[src/rtl/cla_pkg.sv]
// Shared types and elaboration helpers for the multi-word CLA sequencer.
package cla_pkg;

  typedef enum logic [1:0] {
    IDLE,
    RUN,
    DONE
  } cla_ctrl_state_t;

  // Index width for a slice counter; a single-slice build still gets one bit.
  function automatic int clog2_min1(input int n);
    return (n <= 2) ? 1 : $clog2(n);
  endfunction

endpackage

[src/rtl/cla_adder.sv]
// N-bit carry-lookahead adder: every carry is a flat sum of generate terms
// qualified by the run of propagates below it, rather than a ripple chain.
module cla_adder #(
  parameter int N = 8
) (
  input  logic [N-1:0] a_i,
  input  logic [N-1:0] b_i,
  input  logic         c_i,
  output logic [N-1:0] s_o,
  output logic         c_o
);

  logic [N-1:0] g;
  logic [N-1:0] p;
  logic [N:0]   c;
  logic         acc;
  logic         prod;

  // Lookahead carries: c[i+1] = g[i] | p[i]g[i-1] | ... | p[i..0]c_i.
  always_comb begin
    // NOTE: every variable gets a default before any loop or branch, so no path leaves one unassigned and no latch is inferred.
    g    = a_i & b_i;
    p    = a_i ^ b_i;
    c    = '0;
    acc  = 1'b0;
    prod = 1'b0;
    c[0] = c_i;
    for (int i = 0; i < N; i++) begin
      acc  = g[i];
      prod = p[i];
      for (int j = i - 1; j >= 0; j--) begin
        acc  = acc | (prod & g[j]);
        prod = prod & p[j];
      end
      c[i+1] = acc | (prod & c_i);
    end
  end

  assign s_o = p ^ c[N-1:0];
  assign c_o = c[N];

endmodule

[src/rtl/cla_multiword_add_ctrl.sv]
// Wide adder built from one shared N-bit CLA slice, stepped LS slice first,
// with the carry held in a register between slices and valid/ready on both sides.
module cla_multiword_add_ctrl
  import cla_pkg::*;
#(
  parameter int N     = 8,
  parameter int WORDS = 4
) (
  input  logic             clk,
  input  logic             reset,
  input  logic             in_valid,
  output logic             in_ready,
  input  logic [N*WORDS-1:0] a,
  input  logic [N*WORDS-1:0] b,
  input  logic             c_in,
  output logic             out_valid,
  input  logic             out_ready,
  output logic [N*WORDS-1:0] s,
  output logic             c_out,
  output logic             busy
);

  localparam int W  = N * WORDS;
  localparam int IW = clog2_min1(WORDS);

  cla_ctrl_state_t state_q, state_d;
  logic [IW-1:0]   idx_q, idx_d;
  logic            carry_q, carry_d;
  logic [W-1:0]    a_q, a_d;
  logic [W-1:0]    b_q, b_d;
  logic [W-1:0]    res_q, res_d;     // working result, filled slice by slice
  logic [W-1:0]    s_q, s_d;         // presented sum, updated only on completion
  logic            cout_q, cout_d;   // presented carry-out

  logic [N-1:0]    slice_a;
  logic [N-1:0]    slice_b;
  logic [N-1:0]    slice_s;
  logic            slice_c;

  assign slice_a = a_q[idx_q*N +: N];
  assign slice_b = b_q[idx_q*N +: N];

  cla_adder #(.N(N)) u_slice_add (
    .a_i (slice_a),
    .b_i (slice_b),
    .c_i (carry_q),
    .s_o (slice_s),
    .c_o (slice_c)
  );

  // Next-state and datapath update for accept, per-slice step and hand-off.
  always_comb begin
    state_d = state_q;
    idx_d   = idx_q;
    carry_d = carry_q;
    a_d     = a_q;
    b_d     = b_q;
    res_d   = res_q;
    s_d     = s_q;
    cout_d  = cout_q;
    unique case (state_q)
      IDLE: begin
        if (in_valid) begin
          a_d     = a;
          b_d     = b;
          carry_d = c_in;
          idx_d   = '0;
          state_d = RUN;
        end
      end
      RUN: begin
        res_d[idx_q*N +: N] = slice_s;
        carry_d             = slice_c;
        if (idx_q == IW'(WORDS - 1)) begin
          idx_d   = '0;
          s_d     = res_d;
          cout_d  = slice_c;
          state_d = DONE;
        end else begin
          idx_d = idx_q + 1'b1;
        end
      end
      DONE: begin
        if (out_ready) state_d = IDLE;
      end
      default: state_d = IDLE;
    endcase
  end

  // State and datapath registers; reset discards any operation in flight.
  always_ff @(posedge clk) begin
    if (reset) begin
      // NOTE: sequential state uses non-blocking assignment so every register samples pre-edge values regardless of statement order.
      state_q <= IDLE;
      idx_q   <= '0;
      carry_q <= 1'b0;
      a_q     <= '0;
      b_q     <= '0;
      res_q   <= '0;
      s_q     <= '0;
      cout_q  <= 1'b0;
    end else begin
      state_q <= state_d;
      idx_q   <= idx_d;
      carry_q <= carry_d;
      a_q     <= a_d;
      b_q     <= b_d;
      res_q   <= res_d;
      s_q     <= s_d;
      cout_q  <= cout_d;
    end
  end

  assign in_ready  = (state_q == IDLE);
  assign out_valid = (state_q == DONE);
  assign busy      = (state_q != IDLE);
  assign s         = s_q;
  assign c_out     = cout_q;

endmodule

[config.mk]
export PLATFORM = sky130hd
export DESIGN_NAME = cla_multiword_add_ctrl
export DESIGN_NICKNAME = d
export VERILOG_FILES = /design/src/rtl/cla_pkg.sv /design/src/rtl/cla_adder.sv /design/src/rtl/cla_multiword_add_ctrl.sv
export SDC_FILE = /design/constraint.sdc
export NUM_CORES = 1
export LEC_CHECK = 0
export ABC_CLOCK_PERIOD_IN_PS = 9700
export CORE_AREA = 2 2 134 136
export DETAILED_ROUTE_END_ITERATION = 10
export DIE_AREA = 0 0 136 138
export GPL_TIMING_DRIVEN = 0
export PLACE_DENSITY_LB_ADDON = 0.12
export SLEW_MARGIN = 20
export SYNTH_ARGS = -nofsm -noshare
export SYNTH_HDL_FRONTEND = slang
export SYNTH_SLANG_ARGS = --single-unit
[constraint.sdc]
create_clock -name clk -period 9.7 [get_ports clk]
set_input_delay 1.94 -clock clk [delete_from_list [all_inputs] [get_ports clk]]
set_output_delay 1.94 -clock clk [all_outputs]
set_load 0.01 [all_outputs]
Yosys cells after proc, flatten, opt, wreduce, memory -nomap -nowiden
Index checks and enable logic that the tools add are counted.
{"block": "word_totals", "n_memories": 0, "out_inout_bits": 36, "rom_bits": 0, "mem_bits_rw": 0, "elab_cells": 140, "regBits": 134, "latch_bits": 0, "input_bits": 69}
{"block": "op_classes", "mul": 0, "eq_ne": 6, "reduce_logical": 7, "n_bitwise": 103, "n_shift": 4, "order_cmp": 0, "mux": 10, "addsub": 2, "div_mod_pow": 0}
{"op": "$and A1 B1 Y1", "count": 64}
{"op": "$shiftx A32 B6 Y8", "count": 2}
{"op": "$or A1 B1 Y1", "count": 36}
{"op": "$neg A5 Y34", "count": 1}
{"op": "$shift A8 B34 Y32 const A", "count": 1}
{"op": "$shiftx A8 B34 Y32", "count": 1}
{"op": "$bwmux W32", "count": 1}
{"op": "$xor A8 B8 Y8", "count": 2}
{"op": "$mux W2", "count": 5}
{"op": "$and A8 B8 Y8", "count": 1}
{"op": "$pmux W2 S3", "count": 1}
{"op": "$reduce_and A2 Y1", "count": 3}
{"op": "$eq A2 B2 Y1 const B", "count": 2}
{"op": "$ne A2 B2 Y1 const B", "count": 2}
{"op": "$pmux W2 S2", "count": 1}
{"op": "$reduce_bool A2 Y1", "count": 2}
{"op": "$reduce_and A3 Y1", "count": 1}
{"op": "$add A2 B1 Y2 const B", "count": 1}
{"op": "$eq A2 B1 Y1 const B", "count": 1}
{"op": "$logic_not A2 Y1", "count": 1}
{"op": "$ne A2 B1 Y1 const B", "count": 1}
{"op": "$pmux W1 S2", "count": 1}
{"op": "$mux W1", "count": 1}

Logic depth before layout (Yosys ltp)
Gate-level depths: netlist (run 1).
{"block": "logic_depth", "depth_word": 13, "mapped_depth": 10, "mapped_depth_nobuf": 7}

Modules after synthesis
From an unflattened synthesis (run 1), not the netlist that was laid out.
{"block": "unflattened", "hier_cells": 682, "area_unflattened_um2": 5984.5}
{"module": "cla_multiword_add_ctrl", "seq_area_each_um2": 2682.6, "n_inst": 1, "area_each_um2": 5651.7, "cells_per_inst": 641}
{"module": "cla_adder", "seq_area_each_um2": 0.0, "n_inst": 1, "area_each_um2": 332.8, "cells_per_inst": 41}

Worst setup path after synthesis (run 1)
Ideal clock, no wire load.
{"block": "synth_timing", "kind": "register to register", "startpoint": "register idx_q[0]", "endpoint": "register s_q[14] (netlist: s[14])", "required_time_ns": 9.621, "setup_ns": 0.079, "stages_incl_launch_ff": 11, "path_slack_ns": 6.629, "synth_period_minus_slack_ns": 3.071, "n_path_buf": 3, "t_arrival_ns": 2.991, "cell_sequence": "dfxtp_1 -> buf_2 -> buf_2 -> mux4_2 -> ha_1 -> buf_6 -> a21oi_1 -> nand2_1 -> or4_4 -> o41a_4 -> a211oi_2"}
{"block": "synth_via", "elab_chain_len": 13, "elab_cells_between_ends": 88, "classes_between": "add/sub (1); eq/ne (1); shift (4); mux (1); bitwise (80); reduce/logical (1)"}
{"item": "from (decl)", "line": "cla_multiword_add_ctrl.sv:27", "source": "logic [IW-1:0] idx_q, idx_d;"}
{"item": "from (signal assigned)", "line": "cla_multiword_add_ctrl.sv:104", "source": "idx_q <= idx_d;"}
{"item": "$shiftx A32 B6 Y8, on equally long branches", "line": "cla_multiword_add_ctrl.sv:40, cla_multiword_add_ctrl.sv:41"}
{"item": "$xor A8 B8 Y8 or $and A8 B8 Y8 (tied branches)", "line": "cla_adder.sv:23, cla_adder.sv:22"}
{"item": "$and A1 B1 Y1, on equally long branches", "line": "cla_adder.sv:32, cla_adder.sv:33"}
{"item": "$or A1 B1 Y1 (tied with other cells) (5 in a row)", "line": "cla_adder.sv:32", "source": "acc = acc | (prod & g[j]);"}
{"item": "$or A1 B1 Y1 or $and A1 B1 Y1 (tied branches)", "line": "cla_adder.sv:32, cla_adder.sv:35"}
{"item": "$or A1 B1 Y1", "line": "cla_adder.sv:35", "source": "c[i+1] = acc | (prod & c_i);"}
{"item": "$xor A8 B8 Y8", "line": "cla_adder.sv:39", "source": "assign s_o = p ^ c[N-1:0];"}
{"item": "$shiftx A8 B34 Y32", "line": "cla_multiword_add_ctrl.sv:72", "source": "res_d[idx_q*N +: N] = slice_s;"}
{"item": "$bwmux W32", "line": "cla_multiword_add_ctrl.sv:72"}
{"item": "to (signal assigned)", "line": "cla_multiword_add_ctrl.sv:100", "source": "s_q <= '0;"}
{"item": "to (signal assigned)", "line": "cla_multiword_add_ctrl.sv:109", "source": "s_q <= s_d;"}
{"item": "to (decl)", "line": "cla_multiword_add_ctrl.sv:32", "source": "logic [W-1:0] s_q, s_d;"}
Parallel ways exist; a longest one is shown, timed or not.
A chain may end at the register's enable or synchronous reset.

Worst setup path after layout (run 1)
{"block": "layout_timing", "startpoint": "register state_q[0]", "endpoint": "output in_ready"}
{"block": "layout_via", "elab_chain_len": 1}
{"item": "from (decl)", "line": "cla_multiword_add_ctrl.sv:26", "source": "cla_ctrl_state_t state_q, state_d;"}
{"item": "from (signal assigned)", "line": "cla_multiword_add_ctrl.sv:103", "source": "state_q <= state_d;"}
{"item": "$logic_not A2 Y1", "line": "cla_multiword_add_ctrl.sv:114", "source": "assign in_ready = (state_q == IDLE);"}
{"item": "to (decl)", "line": "cla_multiword_add_ctrl.sv:12", "source": "output logic in_ready,"}
Every way passes these cells.

==> results_dict.tcl, run 1 <==
set metrics [dict create \
    postLayoutCoreUtil_pct 44.9 \
    rows 49 \
    hold_start "res_q[7]" \
    dieArea_sq_um 18800 \
    cts_setup_buffers 0 \
    synth_area_leaders "dfxtp_1 (45%), nand2_1 (9.6%), a21oi_1 (7.8%)" \
    post_synth.cell_area_avg_sq_um 8.74 \
    wl_microns 17900 \
    timing.final.crit_period_ns 3.73 \
    setup_viol 0 \
    synth_top_cell_by_area "dfxtp_1" \
    hold_path.class "reg2reg" \
    num-nets-final 885 \
    design.core.area_sq_um 17500 \
    root_buffer "clkbuf_16" \
    finalWeightedCongestion 0.843 \
    critical_path.max_fanout 5 \
    fin_cells 1041 \
    crit_slowest_cell "clkdlybuf4s50_1" \
    clockBufferDepth 2 \
    async_reset_ff_share_pct 0 \
    cts_tree "yes" \
    syn_nets 763 \
    period_share_pct 38.5 \
    power_density_nw_per_um2 186 \
    place_ws_ns 6.04 \
    clkTransAtPathRegs_ns 0.06 \
    setup_ws_ns 5.97 \
    dr.pass1.iters 7 \
    cts_inserted_buffers 17 \
    cts_resized 0 \
    overflow 0 \
    end_kind "output pin" \
    syn_inst 678 \
    status "completed" \
    p_leak_nw 2.92 \
    hold_viol_final 0 \
    startpoint_type "register" \
    cts-hold-fix-buffers 0 \
    clock_latency_ns 0.43 \
    finalSetupTns_ns 0 \
    fmax_mhz 268 \
    grt_antenna_before_repair 0 \
    dp_hpwl_microns 13500 \
    initial_utilization_pct 33.8 \
    clock_skew_ns 0.00734 \
    cap_viol_max_count 0 \
    num_io_pins 105 \
    ys_warn_count 0 \
    critical_path.cell_chain "nor2_1, clkdlybuf4s50_1" \
    drv_slew 0 \
    dp_cells 1010 \
    via_per_inst 5.20 \
    antenna_cells 0 \
    synth_top_area_share_pct 45.3 \
    vdd_drop_max_mv 0.127 \
    grt.total_usage_pct 19.6 \
    grt_pass1_wl_microns 28300 \
    synthFlopType "dfxtp_1" \
    rsz0062_at_grt "false" \
    synth_cell_types 50 \
    multi_input_area_sq_um 2970 \
    whs_path_depth 2 \
    final-seq-area_sq_um 2680 \
    worstSetupPathType "reg2out" \
    syn_area_sq_um 5920 \
    areaGrowthSynthToFinish_pct 32.9 \
    ys_seq_area_share_pct 45.3 \
    drc 0 \
    io_buffers 103 \
    drtIter0Drc 358 \
    die_h_microns 138 \
    whs_endpoint "res_q[7]" \
    drive_above_1_share_pct 9.85 \
    ys_seq_elements 134 \
    reg2reg_slack_ns 5.98 \
    synth-edff-count 0 \
    cts_sinks 134 \
    nFillCells 1762 \
    first_global_vias 5386 \
    power.total_w 0.00146 \
    rr_endpoint "res_q[31]" \
    grt_max_degree 17 \
    htree_levels 4 \
    arrival_ns 1.79 \
    relSlewSlack_pct 46.3 \
    worst_slew_pin_slew_ns 0.800 \
    max_stage_delay_ns 0.63 \
    vias 5411 \
    reg2regPathDepth 10 \
    r2r-start "idx_q[1]" \
    cp.required_ns 7.76 \
    wire_per_inst_microns 17.2 \
    ant_nets 0 \
    die_w_microns 136 \
]
==> how the worst max path moves through the flow <==
stage / cells after the start / slack, ns / startpoint / endpoint
CTS: 2 / 5.95 / state_q[0] / in_ready
floorplan: 10 / 6.63 / idx_q[0] / s[14]
global placement: 10 / 6.02 / idx_q[1] / carry_q
finish: 2 / 5.97 / state_q[0] / in_ready
global route: 10 / 5.74 / idx_q[1] / res_q[31]
detailed placement: 10 / 6.04 / idx_q[1] / carry_q
==> cell type report <==
type                       count  area share, %
clock inverter                11           2.22
sequential                   134           34.1
multi-input combinational    482           37.8
tap                          229           3.64
buffer                        50           2.83
clock buffer                  20           5.80
inverter                      12          0.572
timing repair buffer         103           13.1
==> synth_stat cells, types with 2 or more instances <==
| cell | instances |
|---|---|
| inv_1 | 12 |
| o21ai_0 | 16 |
| a221oi_1 | 4 |
| a211oi_2 | 5 |
| a22oi_1 | 16 |
| clkbuf_1 | 28 |
| a21oi_1 | 92 |
| dfxtp_1 | 134 |
| buf_4 | 2 |
| nand3_1 | 8 |
| a22o_1 | 2 |
| nor2b_1 | 2 |
| o211ai_1 | 5 |
| a21o_1 | 10 |
| or3_1 | 2 |
| nor2_1 | 44 |
| o21ai_1 | 7 |
| ha_1 | 15 |
| nand2b_1 | 4 |
| nor3_1 | 13 |
| mux4_2 | 16 |
| a32o_1 | 14 |
| and2_1 | 3 |
| o21a_1 | 3 |
| a211oi_1 | 21 |
| buf_2 | 16 |
| buf_1 | 3 |
| nand2_1 | 152 |
| and3_1 | 8 |
==> power breakdown <==
group          switching [W]  leakage [nW]  total (W)  internal (W)
Sequential         0.0000138          1.09   0.000588      0.000574
Clock               0.000242         0.302   0.000685      0.000443
Combinational       0.000111          1.52   0.000188     0.0000775
==> cell families (layout without fill, tap and decap cells) <==
group	Yosys count	after routing	synth area share, %
AOI/OAI and AO/OA	203	203	22.6
xor gates and xnor gates	3	3	0.570
adders and majority gates	16	16	3.51
buffers and inverters	62	196	4.52
DFF	134	134	45.3
muxes	18	18	6.44
and+or+nand+nor	242	242	17.1
==> critical path, delay by kind of cell, from the launching register on <==
family        cells  cell delay (ns)
buf+inv           1             0.63
flops             1             0.35
simple gates      1             0.39
==> layer usage <==
layer / vias up / wire (microns) / global-route usage [%]
li1: 2649 / - / -
met1: 2546 / 8150 / 25.5
met2: 188 / 8510 / 31.5
met3: 28 / 886 / 4.07
met4: 0 / 393 / 8.06
met5: - / 0 / 0
==> layout by cell type (no fill, tap or decap), drive strengths merged, types with 2 or more instances in the layout <==
| master | count |
|---|---|
| a211oi | 26 |
| a21o | 10 |
| a21oi | 93 |
| a221oi | 4 |
| a22o | 2 |
| a22oi | 16 |
| a32o | 14 |
| and2 | 3 |
| and3 | 8 |
| buf | 22 |
| bufinv | 4 |
| clkbuf | 48 |
| clkdlybuf4s50 | 103 |
| clkinv | 5 |
| clkinvlp | 2 |
| dfxtp | 134 |
| ha | 15 |
| inv | 12 |
| mux4 | 16 |
| nand2 | 152 |
| nand2b | 4 |
| nand3 | 8 |
| nor2 | 44 |
| nor2b | 2 |
| nor3 | 14 |
| o211ai | 5 |
| o21a | 4 |
| o21ai | 23 |
| o41ai | 2 |
| or3 | 2 |
| xnor2 | 2 |
==> flip-flops by register name (all words and copies together), names as in the netlist <==
signal   flops
s           32
a_q         32
idx_q        2
b_q         32
res_q       32
c_out        1
carry_q      1
state_q      2
==> metrics by stage <==
step / area [sq um] / hold WS, ns
2_1_floorplan: 5920 / 0.417
3_3_place_gp: 7240 / 0.436
3_5_place_dp: 7240 / 0.439
4_1_cts: 7870 / 0.445
5_1_grt: 7870 / 0.459
6_report: 7870 / 0.447
No activity file was read; power rests on OpenSTA's default activity.
==> run 2: changes to the inputs <==
- ABC_CLOCK_PERIOD_IN_PS: 9700 -> 3070
- clock period: 9.7 -> 3.07 ns (I/O delays scaled with it)
==> run 2 against run 1 <==
Net effect: total power rose to 3.2 times the previous value; global-route usage decreased by 0.18 points; first-iteration DRC count down 1.7%; clock-buffer cell count shrank 1; critical path depth grew 8; setup slack lost 5.8 ns; cell count stayed put; sequential cell count unchanged; cell area rose by 0.83%; clock skew is 0.0024 ns higher; core utilization rose by 0.37 points; die area did not move; critical path type is now reg2reg; largest cell class unchanged.
==> results_dict.tcl, run 2 (synthesis gave the netlist of run 1 again) <==
set metrics [dict create \
    cellInternalPower_w 0.00345 \
    reg2reg_slack_ns 0.12 \
    overflow 0 \
    dp_hpwl_microns 13500 \
    vdd_drop_max_mv 0.432 \
    worstSetupPathType "reg2reg" \
    setup_viol 0 \
    grt_max_degree 17 \
    clkTransAtPathRegs_ns 0.06 \
    p_leak_nw 2.94 \
    mostFrequentLayoutCell "nand2_1" \
    io_buffers 103 \
    die_w_microns 136 \
    drc 0 \
    dr.pass1.iters 5 \
    clockBufferDepth 2 \
    antenna_cells 0 \
    p_comb_share_pct 13.4 \
    first_global_vias 5284 \
    design.core.area_sq_um 17500 \
    worst_slew_pin_slew_ns 0.853 \
    fin_area_sq_um 7940 \
    whs_ns 0.453 \
    hold_path.class "reg2reg" \
    period_share_pct 96.0 \
    rsz0062_at_grt "false" \
    power_frac_clock_pct 46.4 \
    arrival_ns 3.29 \
    grt_pass1_wl_microns 27900 \
    htree_levels 4 \
    critical_path.cell_chain "clkbuf_4, buf_4, mux4_2, ha_1, buf_6, a21oi_1, nand2_1, or4_4, o41a_4, a211oi_2" \
    relSlewSlack_pct 42.8 \
    num_io_pins 105 \
    pwr-share-seq_pct 40.2 \
    via_per_inst 5.17 \
    wl_microns 18000 \
    fmax_mhz 339 \
    finalWeightedCongestion 0.858 \
    max_stage_delay_ns 0.52 \
    cp.required_ns 3.41 \
    cts-hold-fix-buffers 0 \
    areaGrowthSynthToFinish_pct 34.0 \
    drtIter0Drc 352 \
    startpoint_type "register" \
    initial_utilization_pct 33.8 \
    ant_nets 0 \
    wire_per_inst_microns 17.2 \
    drv_slew 0 \
    hold_viol_final 0 \
    vias 5378 \
    switching_share_pct 25.4 \
    grt.total_usage_pct 19.4 \
    drive_above_1_share_pct 10.6 \
    place_area_sq_um 7240 \
    end_kind "register" \
    critical_path.max_fanout 10 \
    clock_latency_ns 0.42 \
    power_density_nw_per_um2 582 \
    cts_inserted_buffers 17 \
    switchingPower_w 0.00117 \
    crit_slowest_cell "or4_4" \
    root_buffer "clkbuf_16" \
    cap_viol_max_count 0 \
    dieArea_sq_um 18800 \
    timing.final.crit_period_ns 2.95 \
    rows 49 \
    cts_sinks 134 \
    clock_skew_ns 0.00978 \
    grt_antenna_before_repair 0 \
    cts_tree "yes" \
    final_cell_mix "nand2_1 (152), dfxtp_1 (133), clkdlybuf4s50_1 (103)" \
    die_h_microns 138 \
    num-nets-final 885 \
    status "completed" \
]
## run 2: cell types whose count changed in the layout (fill, tap and decap cells not counted), sizes merged
cell	previous run	this run
clkbuf	48	46
buf	22	23
clkinvlp	2	3
## run 2: final timing paths
path                                end  cells past startpoint  startpoint
worst max-delay path              s[14]                     10    idx_q[1]
worst min-delay path            b_q[15]                      2     b_q[15]
worst max register to register    s[14]                     10    idx_q[1]
worst min register to register  b_q[15]                      2     b_q[15]
## run 2: worst max-delay path: cells and delay by family (launching register included)
family | cells | cell delay (ns)
fa+ha+maj | 1 | 0.31
mux | 1 | 0.38
flops | 1 | 0.40
buf+inv | 3 | 0.64
simple gates | 2 | 0.62
compound gates | 3 | 0.50
## run 2: metrics by stage
stage	setup TNS, ns	cells	util, %	worst slack, ns	total power (W)
4_1_cts	0	1041	45.2	0.00940	0.00464
3_3_place_gp	-21.07	1010	41.3	-0.628	0.00247
2_1_floorplan	0	678	-	0.0819	0.00224
6_report	0	1041	45.3	0.122	0.00462
5_1_grt	0	1041	45.3	0.0177	0.00478
3_5_place_dp	-22.83	1010	41.3	-0.619	0.00249
## run 2: per-layer routing
metal  vias up  wire length [microns]  GRT usage [%]
met5         -                      0              0
met1      2531                   8270           25.0
met2       166                   8490           31.7
li1       2658                      -              -
met4         0                    323           6.80
met3        23                    870           4.44
## run 2: timing repair
action,4_1_cts,5_1_grt
hold endpoints to repair,0,0
pin swaps,0,0
cloned,0,0
setup endpoints to repair,66,17
buffers inserted,0,0
gates resized for setup,14,6
## run 2: power groups by stage
stage / Combinational [W] / Clock [W] / Sequential, W
after floorplan: 0.000367 / 0 / 0.00188
after global placement: 0.000583 / 0 / 0.00189
after detailed placement: 0.000595 / 0 / 0.00189
after CTS: 0.000615 / 0.00217 / 0.00186
after global routing: 0.000674 / 0.00224 / 0.00187
final: 0.000619 / 0.00214 / 0.00186
## run 2: area by class of cell
class                      count  area, sq um
timing repair buffer         103         1030
clock buffer                  19          443
clock inverter                12          179
inverter                      12         45.0
sequential                   134         2690
fill                        1740         9600
buffer                        50          260
multi-input combinational    482         3010
tap                          229          287
